### config.mk
export PLATFORM = sky130hd
export DESIGN_NAME = apb_slv_frontend
export DESIGN_NICKNAME = d
export VERILOG_FILES = /design/src/rtl/apb_slv_frontend_pkg.sv /design/src/rtl/types_amba_pkg.sv /design/src/rtl/apb_slv_frontend.sv
export SDC_FILE = /design/constraint.sdc
export NUM_CORES = 1
export LEC_CHECK = 0
export ABC_AREA = 0
export BUFFER_PORTS_ARGS = -buffer_cell sky130_fd_sc_hd__buf_2
export CAP_MARGIN = 0
export CORE_AREA = 2 2 150 152
export DETAILED_ROUTE_END_ITERATION = 8
export DIE_AREA = 0 0 152 154
export GPL_TIMING_DRIVEN = 0
export PLACE_DENSITY_LB_ADDON = 0.25
export SYNTH_ARGS = -nofsm -noshare
export SYNTH_HDL_FRONTEND = slang
export SYNTH_SLANG_ARGS = --single-unit
### constraint.sdc
create_clock -name i_clk -period 5.6 [get_ports i_clk]
set_input_delay 0.28 -clock i_clk [delete_from_list [all_inputs] [get_ports i_clk]]
set_output_delay 0.28 -clock i_clk [all_outputs]
set_load 0.02 [all_outputs]
### src/rtl/apb_slv_frontend_pkg.sv
// State encoding and register bundle for the APB responder front-end.
package apb_slv_frontend_pkg;

    typedef enum logic [1:0] {
        ST_IDLE      = 2'd0,
        ST_REQUEST   = 2'd1,
        ST_WAIT_RESP = 2'd2,
        ST_RESPONSE  = 2'd3
    } state_type;

    typedef struct packed {
        state_type   state;
        logic [31:0] addr;
        logic        write;
        logic [31:0] wdata;
        logic [3:0]  wstrb;
        logic [31:0] rdata;
        logic        err;
        logic        pready;
        logic        dropped;
        logic [15:0] cnt;
    } registers;

    localparam registers R_RESET = '{
        ST_IDLE, 32'd0, 1'b0, 32'd0, 4'd0, 32'd0, 1'b0, 1'b0, 1'b0, 16'd0
    };

endpackage

### src/rtl/types_amba_pkg.sv
// Shared AMBA/APB bus types and plug-and-play descriptor definitions for bus1 slaves.
package types_amba_pkg;

    localparam logic [15:0] VENDOR_OPTIMITECH       = 16'h00F1;
    localparam logic [1:0]  PNP_CFG_TYPE_SLAVE      = 2'd2;
    localparam logic [7:0]  PNP_CFG_DEV_DESCR_BYTES = 8'h10;

    typedef struct packed {
        logic [31:0] addr_start;
        logic [31:0] addr_end;
    } mapinfo_type;

    typedef struct packed {
        logic [7:0]  descrsize;
        logic [1:0]  descrtype;
        logic [31:0] addr_start;
        logic [31:0] addr_end;
        logic [15:0] vid;
        logic [15:0] did;
    } dev_config_type;

    typedef struct packed {
        logic [31:0] paddr;
        logic        pwrite;
        logic [31:0] pwdata;
        logic [3:0]  pstrb;
        logic        pselx;
        logic        penable;
        logic [2:0]  pprot;
    } apb_in_type;

    typedef struct packed {
        logic        pready;
        logic        pslverr;
        logic [31:0] prdata;
    } apb_out_type;

endpackage

### src/rtl/apb_slv_frontend.sv
// APB completer front-end: turns one APB transfer into a request/response
// handshake toward a peripheral register bank, with wait states and timeout.
module apb_slv_frontend
    import types_amba_pkg::*;
    import apb_slv_frontend_pkg::*;
#(
    parameter logic [15:0] vid     = VENDOR_OPTIMITECH,
    parameter logic [15:0] did     = 16'h0000,
    parameter logic [15:0] TIMEOUT = 16'd1024
) (
    input  logic           i_clk,
    input  logic           i_nrst,
    input  mapinfo_type    i_mapinfo,
    output dev_config_type o_cfg,
    input  apb_in_type     i_apbi,
    output apb_out_type    o_apbo,
    output logic           o_req_valid,
    output logic [31:0]    o_req_addr,
    output logic           o_req_write,
    output logic [31:0]    o_req_wdata,
    output logic [3:0]     o_req_wstrb,
    input  logic           i_req_ready,
    input  logic           i_resp_valid,
    input  logic [31:0]    i_resp_rdata,
    input  logic           i_resp_err
);

    registers    r;
    logic        setup;
    logic        busy;
    logic        resp_now;
    logic        timeout_hit;
    logic        abort;
    logic        done;
    logic        gone;
    logic        done_err;
    logic [31:0] offset;
    logic [31:0] done_rdata;
    logic        unused_pprot;

    assign unused_pprot = ^i_apbi.pprot;

    assign offset      = i_apbi.paddr - i_mapinfo.addr_start;
    assign setup       = i_apbi.pselx & ~i_apbi.penable;
    assign busy        = (r.state == ST_REQUEST) || (r.state == ST_WAIT_RESP);
    assign resp_now    = i_resp_valid &&
                         (((r.state == ST_REQUEST) && i_req_ready) || (r.state == ST_WAIT_RESP));
    assign timeout_hit = (TIMEOUT != 16'd0) && (r.cnt == TIMEOUT - 16'd1);
    assign abort       = (r.state == ST_REQUEST) && !i_req_ready && !i_apbi.pselx;
    assign done        = busy && !abort && (resp_now || timeout_hit);
    // Once the master has walked away, the completion is swallowed silently.
    assign gone        = r.dropped || !i_apbi.pselx;
    assign done_rdata  = !resp_now ? 32'hFFFF_FFFF : (r.write ? 32'd0 : i_resp_rdata);
    assign done_err    = !resp_now || i_resp_err;

    always_ff @(posedge i_clk or negedge i_nrst) begin
        if (!i_nrst) begin
            r <= R_RESET;
        end else begin
            case (r.state)
                ST_IDLE: begin
                    if (setup) begin
                        r.state   <= ST_REQUEST;
                        r.addr    <= {offset[31:2], 2'b00};
                        r.write   <= i_apbi.pwrite;
                        r.wdata   <= i_apbi.pwdata;
                        r.wstrb   <= i_apbi.pwrite ? i_apbi.pstrb : 4'd0;
                        r.cnt     <= 16'd0;
                        r.dropped <= 1'b0;
                    end
                end
                ST_REQUEST, ST_WAIT_RESP: begin
                    r.cnt <= r.cnt + 16'd1;
                    if (abort) begin
                        r.state <= ST_IDLE;
                    end else if (done) begin
                        if (gone) begin
                            r.state <= ST_IDLE;
                        end else begin
                            r.state  <= ST_RESPONSE;
                            r.pready <= 1'b1;
                            r.rdata  <= done_rdata;
                            r.err    <= done_err;
                        end
                    end else if ((r.state == ST_REQUEST) && i_req_ready) begin
                        r.state   <= ST_WAIT_RESP;
                        r.dropped <= !i_apbi.pselx;
                    end else if (!i_apbi.pselx) begin
                        r.dropped <= 1'b1;
                    end
                end
                ST_RESPONSE: begin
                    r.state  <= ST_IDLE;
                    r.pready <= 1'b0;
                    r.rdata  <= 32'd0;
                    r.err    <= 1'b0;
                end
                default: r.state <= ST_IDLE;
            endcase
        end
    end

    assign o_req_valid = (r.state == ST_REQUEST);
    assign o_req_addr  = r.addr;
    assign o_req_write = r.write;
    assign o_req_wdata = r.wdata;
    assign o_req_wstrb = r.wstrb;

    assign o_apbo.pready  = r.pready;
    assign o_apbo.pslverr = r.err;
    assign o_apbo.prdata  = r.rdata;

    assign o_cfg.descrsize  = PNP_CFG_DEV_DESCR_BYTES;
    assign o_cfg.descrtype  = PNP_CFG_TYPE_SLAVE;
    assign o_cfg.addr_start = i_mapinfo.addr_start;
    assign o_cfg.addr_end   = i_mapinfo.addr_end;
    assign o_cfg.vid        = vid;
    assign o_cfg.did        = did;

endmodule

==> results of run 1 <==
-- sequential cells by signal (all words and copies together) (netlist names) --
name,cells
o_apbo,34
o_req_addr,30
o_req_wdata,32
r,19
o_req_write,1
o_req_wstrb,4
-- what timing repair did --
item                                   4_1_cts  5_1_grt
hold buffers                                 1        0
setup buffers                                0        0
endpoints found under the hold margin       59        0
-- final timing paths --
kind,startpoint,end,slack (ns),depth (start not counted)
worst max register to register,r[120],o_req_addr[23],2.88,8
max in group asynchronous,i_nrst,o_req_wdata[4],4.46,3
worst min register to register,o_req_addr[8],o_req_addr[8],0.47,2
min in group asynchronous,i_nrst,o_apbo[5],0.42,2
worst max-delay path,r[120],o_req_addr[23],2.88,8
worst min-delay path,i_apbi[18],o_req_wdata[9],0.06,3
-- kinds of logic after synthesis --
logic type | synth area share [%]
xor gates and xnor gates | 3.20
AOI/OAI and AO/OA | 17.1
buffers and inverters | 23.7
other | 0.0885
muxes | 0.487
adders and majority gates | 5.31
DFF | 35.4
and+or+nand+nor | 14.7
-- routing by layer --
metal / vias up / track usage, %
met4: 0 / 5.56
met2: 261 / 33.0
met1: 3527 / 25.2
met3: 22 / 4.48
li1: 3888 / -
met5: - / 0
-- cell usage in the layout, fill, tap and decap left out, types with 13 or more instances in the layout --
cell	instances
sky130_fd_sc_hd__dfrtp_1	120
sky130_fd_sc_hd__conb_1	44
sky130_fd_sc_hd__a22o_1	35
sky130_fd_sc_hd__buf_4	208
sky130_fd_sc_hd__o21ai_0	79
sky130_fd_sc_hd__buf_2	318
sky130_fd_sc_hd__inv_1	74
sky130_fd_sc_hd__clkbuf_1	24
sky130_fd_sc_hd__a21oi_1	39
sky130_fd_sc_hd__nand4_1	18
sky130_fd_sc_hd__clkbuf_16	17
sky130_fd_sc_hd__ha_1	36
sky130_fd_sc_hd__nand2_1	172
sky130_fd_sc_hd__xor2_1	19
sky130_fd_sc_hd__nand3_1	13
sky130_fd_sc_hd__nor2_1	33
-- critical path: stages (launching register included) --
cell and delay, ns:
sky130_fd_sc_hd__dfrtp_1 0.39, sky130_fd_sc_hd__inv_1 0.10, sky130_fd_sc_hd__ha_1 0.28, sky130_fd_sc_hd__nand3b_1 0.26, sky130_fd_sc_hd__clkbuf_1 0.41, sky130_fd_sc_hd__clkbuf_1 0.54, sky130_fd_sc_hd__buf_1 0.46, sky130_fd_sc_hd__nand2_1 0.11
sky130_fd_sc_hd__o31ai_1 0.08
-- layout make-up --
| cell class | instances | area [um2] |
|---|---|---|
| Clock inverter | 9 | 100 |
| Tap cell | 280 | 350 |
| Multi-Input combinational cell | 615 | 3620 |
| Clock buffer | 21 | 470 |
| Sequential cell | 120 | 3000 |
| Timing Repair Buffer | 307 | 1570 |
| Fill cell | 2123 | 10600 |
| Inverter | 74 | 278 |
| Buffer | 248 | 1740 |
-- power groups by stage --
stage	Combinational [mW]	Sequential (mW)	Clock [mW]
global route	2.76	1.51	1.13
CTS	2.57	1.46	1.08
global placement	2.52	1.46	0
finish	2.54	1.46	1.06
floorplan	1.86	1.41	0
detailed placement	2.56	1.47	0
-- per-stage QoR --
step | util, % | cell area [um2] | instances | setup slack (ns) | hold WS (ns)
global route | 51.3 | 11100 | 1674 | 2.58 | 0.0518
finish | 51.3 | 11100 | 1674 | 2.88 | 0.0639
global placement | 48.5 | 10500 | 1642 | 2.57 | 0.453
detailed placement | 48.7 | 10600 | 1643 | 2.79 | 0.300
CTS | 51.3 | 11100 | 1674 | 2.80 | 0.0440
floorplan | - | 8640 | 1057 | 3.28 | -0.0156
==> tab_implementation.tex, run 1 <==
\begin{tabular}{lr}
\hline
Metric & Value \\
\hline
\multicolumn{2}{l}{\textbf{GRT}} \\
\quad Maximum number of pins on one net before global-route repair & 62 \\
\quad Global-route total usage across every layer & 19.5\% \\
\quad Via count of the first global-routing pass & 7395 \\
\quad Wire length of the first global-routing pass & 37400 um \\
\quad Overall overflow remaining after global route & 0 \\
\quad Number of antenna violations at the first check in global routing & 0 \\
\multicolumn{2}{l}{\textbf{Logic synthesis}} \\
\quad Combined area of all synthesized cells & 8480 um2 \\
\quad Number of storage elements in the synthesis netlist & 120 \\
\quad Commonest cells post-synth & 208 x sky130\_fd\_sc\_hd\_\_buf\_4, 172 x sky130\_fd\_sc\_hd\_\_nand2\_1, 120 x sky130\_fd\_sc\_hd\_\_dfrtp\_1 \\
\quad Number of enable-type register cells in the synthesized netlist & 0 \\
\quad Sequential fraction of the synthesis area & 35.4\% \\
\quad Number of warning messages in the yosys log & 0 \\
\quad Unique cell type count in the Yosys netlist & 64 \\
\quad Most used standard cell by instance count after synthesis & sky130\_fd\_sc\_hd\_\_buf\_4 \\
\quad Most area-consuming cells after synthesis & sky130\_fd\_sc\_hd\_\_dfrtp\_1 35\%, sky130\_fd\_sc\_hd\_\_buf\_4 18\%, sky130\_fd\_sc\_hd\_\_nand2\_1 7.6\%, sky130\_fd\_sc\_hd\_\_ha\_1 5.3\%, sky130\_fd\_sc\_hd\_\_o21ai\_0 4.7\% \\
\quad Instance count of the mapped netlist & 1015 \\
\quad Main flop type after synthesis & sky130\_fd\_sc\_hd\_\_dfrtp\_1 \\
\quad Share of Yosys cell area claimed by the top area cell type & 35.4\% \\
\quad Cell type contributing the most total cell area after synthesis & sky130\_fd\_sc\_hd\_\_dfrtp\_1 \\
\quad Share of async-settable or async-resettable flops after synthesis & 100\% \\
\quad Mean instance size in the synthesized netlist & 8.36 um2 \\
\multicolumn{2}{l}{\textbf{Route}} \\
\quad DRT Wirelength & 23100 um \\
\quad Count of unresolved DRC violations after routing & 0 \\
\quad Detailed-routing wirelength on met1 & 10100 um \\
\quad Total number of vias & 7698 \\
\quad Length of the first detailed-routing pass in iterations & 5 \\
\quad Routed length on met2 & 11400 um \\
\quad Number of nets still failing antenna checks after routing & 0 \\
\quad Wire length on met3 & 1210 um \\
\quad First DRT Iteration DRCs & 350 \\
\quad Routed vias/inst & 4.60 \\
\quad Top layer in use & met4 \\
\quad Average routed wire per standard cell & 13.8 um \\
\multicolumn{2}{l}{\textbf{Clocking}} \\
\quad Clock tree from TritonCTS & done \\
\quad Worst skew pair latency & 0.40 ns \\
\quad TritonCTS sink count & 120 \\
\quad Number of instances resized during post-cts repair & 0 \\
\quad Clk slew on worst S/H paths & 0.06 ns \\
\quad CTS root buffer & sky130\_fd\_sc\_hd\_\_clkbuf\_16 \\
\quad TritonCTS buffer count & 17 \\
\quad Maximum level of the CTS H-tree & 4 \\
\quad Number of buffers on the longest clock path & 2 \\
\multicolumn{2}{l}{\textbf{Timing}} \\
\quad Unrepaired setup endpoints after global routing & no \\
\quad Maximum clock frequency & 368 MHz \\
\quad Worst rel slew slack & 55.6\% \\
\quad Setup TNS & 0 ns \\
\quad Actual transition at the worst max-transition pin & 0.665 ns \\
\quad Max-slew violation count & 0 \\
\quad Worst clock skew & 0.00595 ns \\
\quad Final setup violation count & 0 \\
\quad Min Tclk post-route & 2.72 ns \\
\quad Final hold violation count & 0 \\
\quad Ratio of final minimum period to clock period & 48.6\% \\
\multicolumn{2}{l}{\textbf{Critical path}} \\
\quad CP Capture Type & flop \\
\quad Worst path required time & 5.90 ns \\
\quad Start-to-end type of the worst setup path & reg2reg \\
\quad Highest fanout seen on the critical path & 10 \\
\quad Arrival time reported for the critical path endpoint & 3.02 ns \\
\quad Crit start category & flop \\
\multicolumn{2}{l}{\textbf{Power}} \\
\quad Power density over cell area & 454 nW/um2 \\
\quad Power share of the sequential group & 28.9\% \\
\quad Part of the total power dissipated in combinational logic & 50.2\% \\
\quad Switch Pwr & 1.99 mW \\
\quad Switching Share & 39.4\% \\
\quad VDD IR max & 0.169 mV \\
\quad Portion of total power attributed to the clock network & 20.9\% \\
\quad Static leakage power & 6.22 nW \\
\quad Cell internal power dissipation & 3.06 mW \\
\quad Power consumption & 5.05 mW \\
\multicolumn{2}{l}{\textbf{Die}} \\
\quad Number of ports placed on the die boundary & 385 \\
\quad Area of the core & 21700 um2 \\
\quad Number of core rows & 54 \\
\quad Vertical die dimension & 154 um \\
\quad Die area & 23400 um2 \\
\quad Die extent in x & 152 um \\
\quad Starting density of the core & 39.1\% \\
\multicolumn{2}{l}{\textbf{Cells and area}} \\
\quad Fraction of layout instances using a drive strength above 1 & 41.0\% \\
\quad Area overhead of the layout relative to synthesis & 31.2\% \\
\quad Antenna diode instance count & 0 \\
\quad Number of nets in the layout & 1594 \\
\multicolumn{2}{l}{\textbf{Job}} \\
\quad Reported max-cap violation count & 0 \\
\multicolumn{2}{l}{\textbf{Placement}} \\
\quad Global placer's final weighted congestion & 0.898 \\
\quad Total half-perimeter wirelength after legalization and detailed placement & 18500 um \\
\quad Port bufs & 305 \\
\multicolumn{2}{l}{\textbf{Min path}} \\
\quad Hold Crit Class & in2reg \\
\multicolumn{2}{l}{\textbf{Run status}} \\
\quad Status & finished clean \\
\hline
\end{tabular}
No activity file was read; power rests on OpenSTA's default activity.
==> inputs of run 2 (changes only) <==
--- a/config.mk
+++ b/config.mk
@@ -8,9 +8,9 @@
 export ABC_AREA = 0
 export BUFFER_PORTS_ARGS = -buffer_cell sky130_fd_sc_hd__buf_2
 export CAP_MARGIN = 0
-export CORE_AREA = 2 2 150 152
+export CORE_AREA = 2 2 151 153
 export DETAILED_ROUTE_END_ITERATION = 8
-export DIE_AREA = 0 0 152 154
+export DIE_AREA = 0 0 153 155
 export GPL_TIMING_DRIVEN = 0
 export PLACE_DENSITY_LB_ADDON = 0.25
 export SYNTH_ARGS = -nofsm -noshare
==> constraint.sdc (replaced) <==
create_clock -name i_clk -period 2.2 [get_ports i_clk]
set_input_delay 0.11 -clock i_clk [delete_from_list [all_inputs] [get_ports i_clk]]
set_output_delay 0.11 -clock i_clk [all_outputs]
set_load 0.02 [all_outputs]
==> tab_implementation.tex, run 2 (synthesized netlist as in run 1, its figures left out) <==
\begin{tabular}{lr}
\hline
Metric & Value \\
\hline
\multicolumn{2}{l}{\textbf{Critical path}} \\
\quad Arrival time reported for the critical path endpoint & 2.47 ns (-0.55 ns) \\
\quad Worst-case reg-to-reg path depth & 9 (+1) \\
\quad Top cell family by delay on the critical path & simple AND/OR/NAND/NOR gates \\
\quad Worst path required time & 2.54 ns (-3.36 ns) \\
\quad Maximum single-stage delay on the critical path & 0.38 ns (-0.16 ns) \\
\quad End of the worst register-to-register path & r[15] \\
\quad CP Capture Type & flop \\
\quad Cell type of the slowest stage on the worst timing path & sky130\_fd\_sc\_hd\_\_or3\_4 \\
\quad Cells along the critical path & inv\_1 -> ha\_2 -> buf\_6 -> inv\_2 -> o21ai\_2 -> nand4\_1 -> or2\_4 -> or3\_4 -> a21oi\_2 \\
\quad Buffering stage count on the worst path with inverters included & 3 (-1) \\
\quad Start-to-end type of the worst setup path & reg2reg \\
\quad Crit start category & flop \\
\quad Flop2flop setup slack & 0.07 ns (-2.81 ns) \\
\quad Highest fanout seen on the critical path & 5 (-5) \\
\quad Startpoint of the lowest-slack register-to-register path & r[120] \\
\multicolumn{2}{l}{\textbf{Route}} \\
\quad Number of nets still failing antenna checks after routing & 0 (unchanged) \\
\quad First DRT Iteration DRCs & 324 (-7.4\%) \\
\quad Count of unresolved DRC violations after routing & 0 (unchanged) \\
\quad DRT Wirelength & 23700 um (+2.5\%) \\
\quad Routed vias/inst & 4.60 (about the same) \\
\quad Average routed wire per standard cell & 13.7 um (-0.80\%) \\
\quad Total number of vias & 7949 (+3.3\%) \\
\quad Length of the first detailed-routing pass in iterations & 5 (unchanged) \\
\multicolumn{2}{l}{\textbf{Cells and area}} \\
\quad Count of non-filler cells in the finished layout & 1729 (+3.3\%) \\
\quad Number of nets in the layout & 1643 (+3.1\%) \\
\quad Antenna diode instance count & 0 (unchanged) \\
\quad Fraction of layout instances using a drive strength above 1 & 42.4\% (+1.4 points) \\
\quad Commonest non-fill, non-tap cell in the layout & sky130\_fd\_sc\_hd\_\_buf\_2 \\
\quad Commonest non-fill, non-tap cells in the layout & 316 x sky130\_fd\_sc\_hd\_\_buf\_2, 222 x sky130\_fd\_sc\_hd\_\_buf\_4, 172 x sky130\_fd\_sc\_hd\_\_nand2\_1 \\
\quad Area overhead of the layout relative to synthesis & 38.6\% \\
\quad Max FFs per register & 34 (unchanged) \\
\multicolumn{2}{l}{\textbf{GRT}} \\
\quad Wire length of the first global-routing pass & 37400 um (-0.13\%) \\
\quad Maximum number of pins on one net before global-route repair & 69 (+11\%) \\
\quad Number of antenna violations at the first check in global routing & 0 (unchanged) \\
\quad Overall overflow remaining after global route & 0 (unchanged) \\
\quad Met2 track utilization from global routing & 33.3\% (+0.26 points) \\
\quad Met1 track demand over resource in global routing & 24.0\% (-1.1 points) \\
\quad Global-route layer with the greatest usage & met2 \\
\quad Met3 Track Usage GR & 4.43\% (-0.052 points) \\
\quad Via count of the first global-routing pass & 7575 (+2.4\%) \\
\quad Global-route total usage across every layer & 19.4\% (-0.12 points) \\
\multicolumn{2}{l}{\textbf{Timing}} \\
\quad Max-slew violation count & 0 (unchanged) \\
\quad Worst rel slew slack & 60.8\% (+5.1 points) \\
\quad Final setup violation count & 0 (unchanged) \\
\quad Worst clock skew & 0.00969 ns (+0.00375 ns) \\
\quad Maximum clock frequency & 470 MHz (+28\%) \\
\quad Ratio of final minimum period to clock period & 96.8\% (+48 points) \\
\quad Min Tclk post-route & 2.13 ns (-0.590 ns) \\
\quad Final hold violation count & 0 (unchanged) \\
\quad Actual transition at the worst max-transition pin & 0.588 ns (-0.0772 ns) \\
\quad Setup TNS & 0 ns (unchanged) \\
\multicolumn{2}{l}{\textbf{Clocking}} \\
\quad Number of buffers on the longest clock path & 2 (unchanged) \\
\quad TritonCTS sink count & 120 (unchanged) \\
\quad Worst skew pair latency & 0.42 ns (+0.02 ns) \\
\quad Clk slew on worst S/H paths & 0.06 ns (about the same) \\
\quad Clock tree from TritonCTS & done \\
\quad Maximum level of the CTS H-tree & 4 (unchanged) \\
\quad TritonCTS buffer count & 17 (unchanged) \\
\quad CTS root buffer & sky130\_fd\_sc\_hd\_\_clkbuf\_16 \\
\multicolumn{2}{l}{\textbf{Placement}} \\
\quad Total half-perimeter wirelength after legalization and detailed placement & 18400 um (-0.58\%) \\
\quad Port bufs & 305 (unchanged) \\
\quad Placed Cells incl. Taps & 1648 (+0.30\%) \\
\quad Global placer's final weighted congestion & 0.898 (unchanged) \\
\multicolumn{2}{l}{\textbf{Power}} \\
\quad Static leakage power & 6.51 nW (+4.7\%) \\
\quad Power density over cell area & 1150 nW/um2 (+150\%) \\
\quad VDD IR max & 0.433 mV (+160\%) \\
\quad Power consumption & 13.6 mW (+170\%) \\
\multicolumn{2}{l}{\textbf{Die}} \\
\quad Number of ports placed on the die boundary & 385 (unchanged) \\
\quad Starting density of the core & 38.2\% (-0.95 points) \\
\quad Vertical die dimension & 155 um (+0.65\%) \\
\quad Number of core rows & 55 (+1.9\%) \\
\quad Die extent in x & 153 um (+0.66\%) \\
\quad Area of the core & 22200 um2 (+2.5\%) \\
\quad Die area & 23700 um2 (+1.3\%) \\
\multicolumn{2}{l}{\textbf{Min path}} \\
\quad Worst Hold Path Cells & 3 (unchanged) \\
\quad Hold Startpoint & i\_resp\_err \\
\quad Hold Crit Class & in2reg \\
\quad Worst Hold Path EP & o\_apbo[32] \\
\multicolumn{2}{l}{\textbf{Run status}} \\
\quad Status & finished clean \\
\multicolumn{2}{l}{\textbf{Job}} \\
\quad Reported max-cap violation count & 0 (unchanged) \\
\hline
\end{tabular}
run 2: layer usage:
layer / part of all wire (%) / vias up
met3: 5.0 / 34
met4: 2.6 / 0
met1: 43 / 3664
li1: - / 3986
met5: 0 / -
met2: 50 / 265
run 2: layout make-up:
| type | instances | area (um2) |
|---|---|---|
| sequential | 120 | 3000 |
| timing repair buffer | 356 | 2030 |
| clock inverter | 14 | 224 |
| fill | 2188 | 10500 |
| inverter | 74 | 278 |
| tap | 285 | 357 |
| multi-input combinational | 615 | 3680 |
| clock buffer | 17 | 425 |
| buffer | 248 | 1770 |
run 2: per-stage QoR:
stage               area, um2  worst slack (ns)  util, %  hold WS [ns]
detailed placement      10600            -0.491     47.5         0.112
CTS                     11700           0.00464     52.5       0.00490
finish                  11800            0.0702     52.9        0.0166
floorplan                8640           0.00238        -        -0.186
global route            11800           -0.0224     52.9       0.00812
global placement        10500            -0.658     47.4         0.300
run 2: repair_timing:
action,in CTS,in global routing
gates resized for setup,16,26
endpoints found under the setup margin,114,90
buffers inserted,6,7
hold buffers,37,0
hold endpoints to repair,88,0
pin swaps,3,2
run 2: worst max-delay path by stage:
stage                     cells after the start  slack [ns]              end           from
after floorplan                               9       0.002            r[15]         r[120]
after global routing                          8       -0.02            r[15]         r[120]
after global placement                        1       -0.66  o_req_wdata[28]         i_nrst
after CTS                                     8       0.005  o_req_wdata[13]         r[121]
after detailed placement                     11       -0.49   o_req_addr[31]  i_mapinfo[52]
final                                         9        0.07            r[15]         r[120]
run 2: report_power, final:
part           switching [mW]  internal, mW
combinational            3.65          3.13
sequential              0.545          3.16
clock                    1.06          2.01
total                    5.26          8.30
run 2: worst register-to-register path, delay by kind of cell (launching register included):
family / cells / cell delay [ns]
DFF: 1 / 0.35
buffers and inverters: 3 / 0.25
AOI/OAI and AO/OA: 2 / 0.30
and+or+nand+nor: 3 / 0.83
adders and majority gates: 1 / 0.32
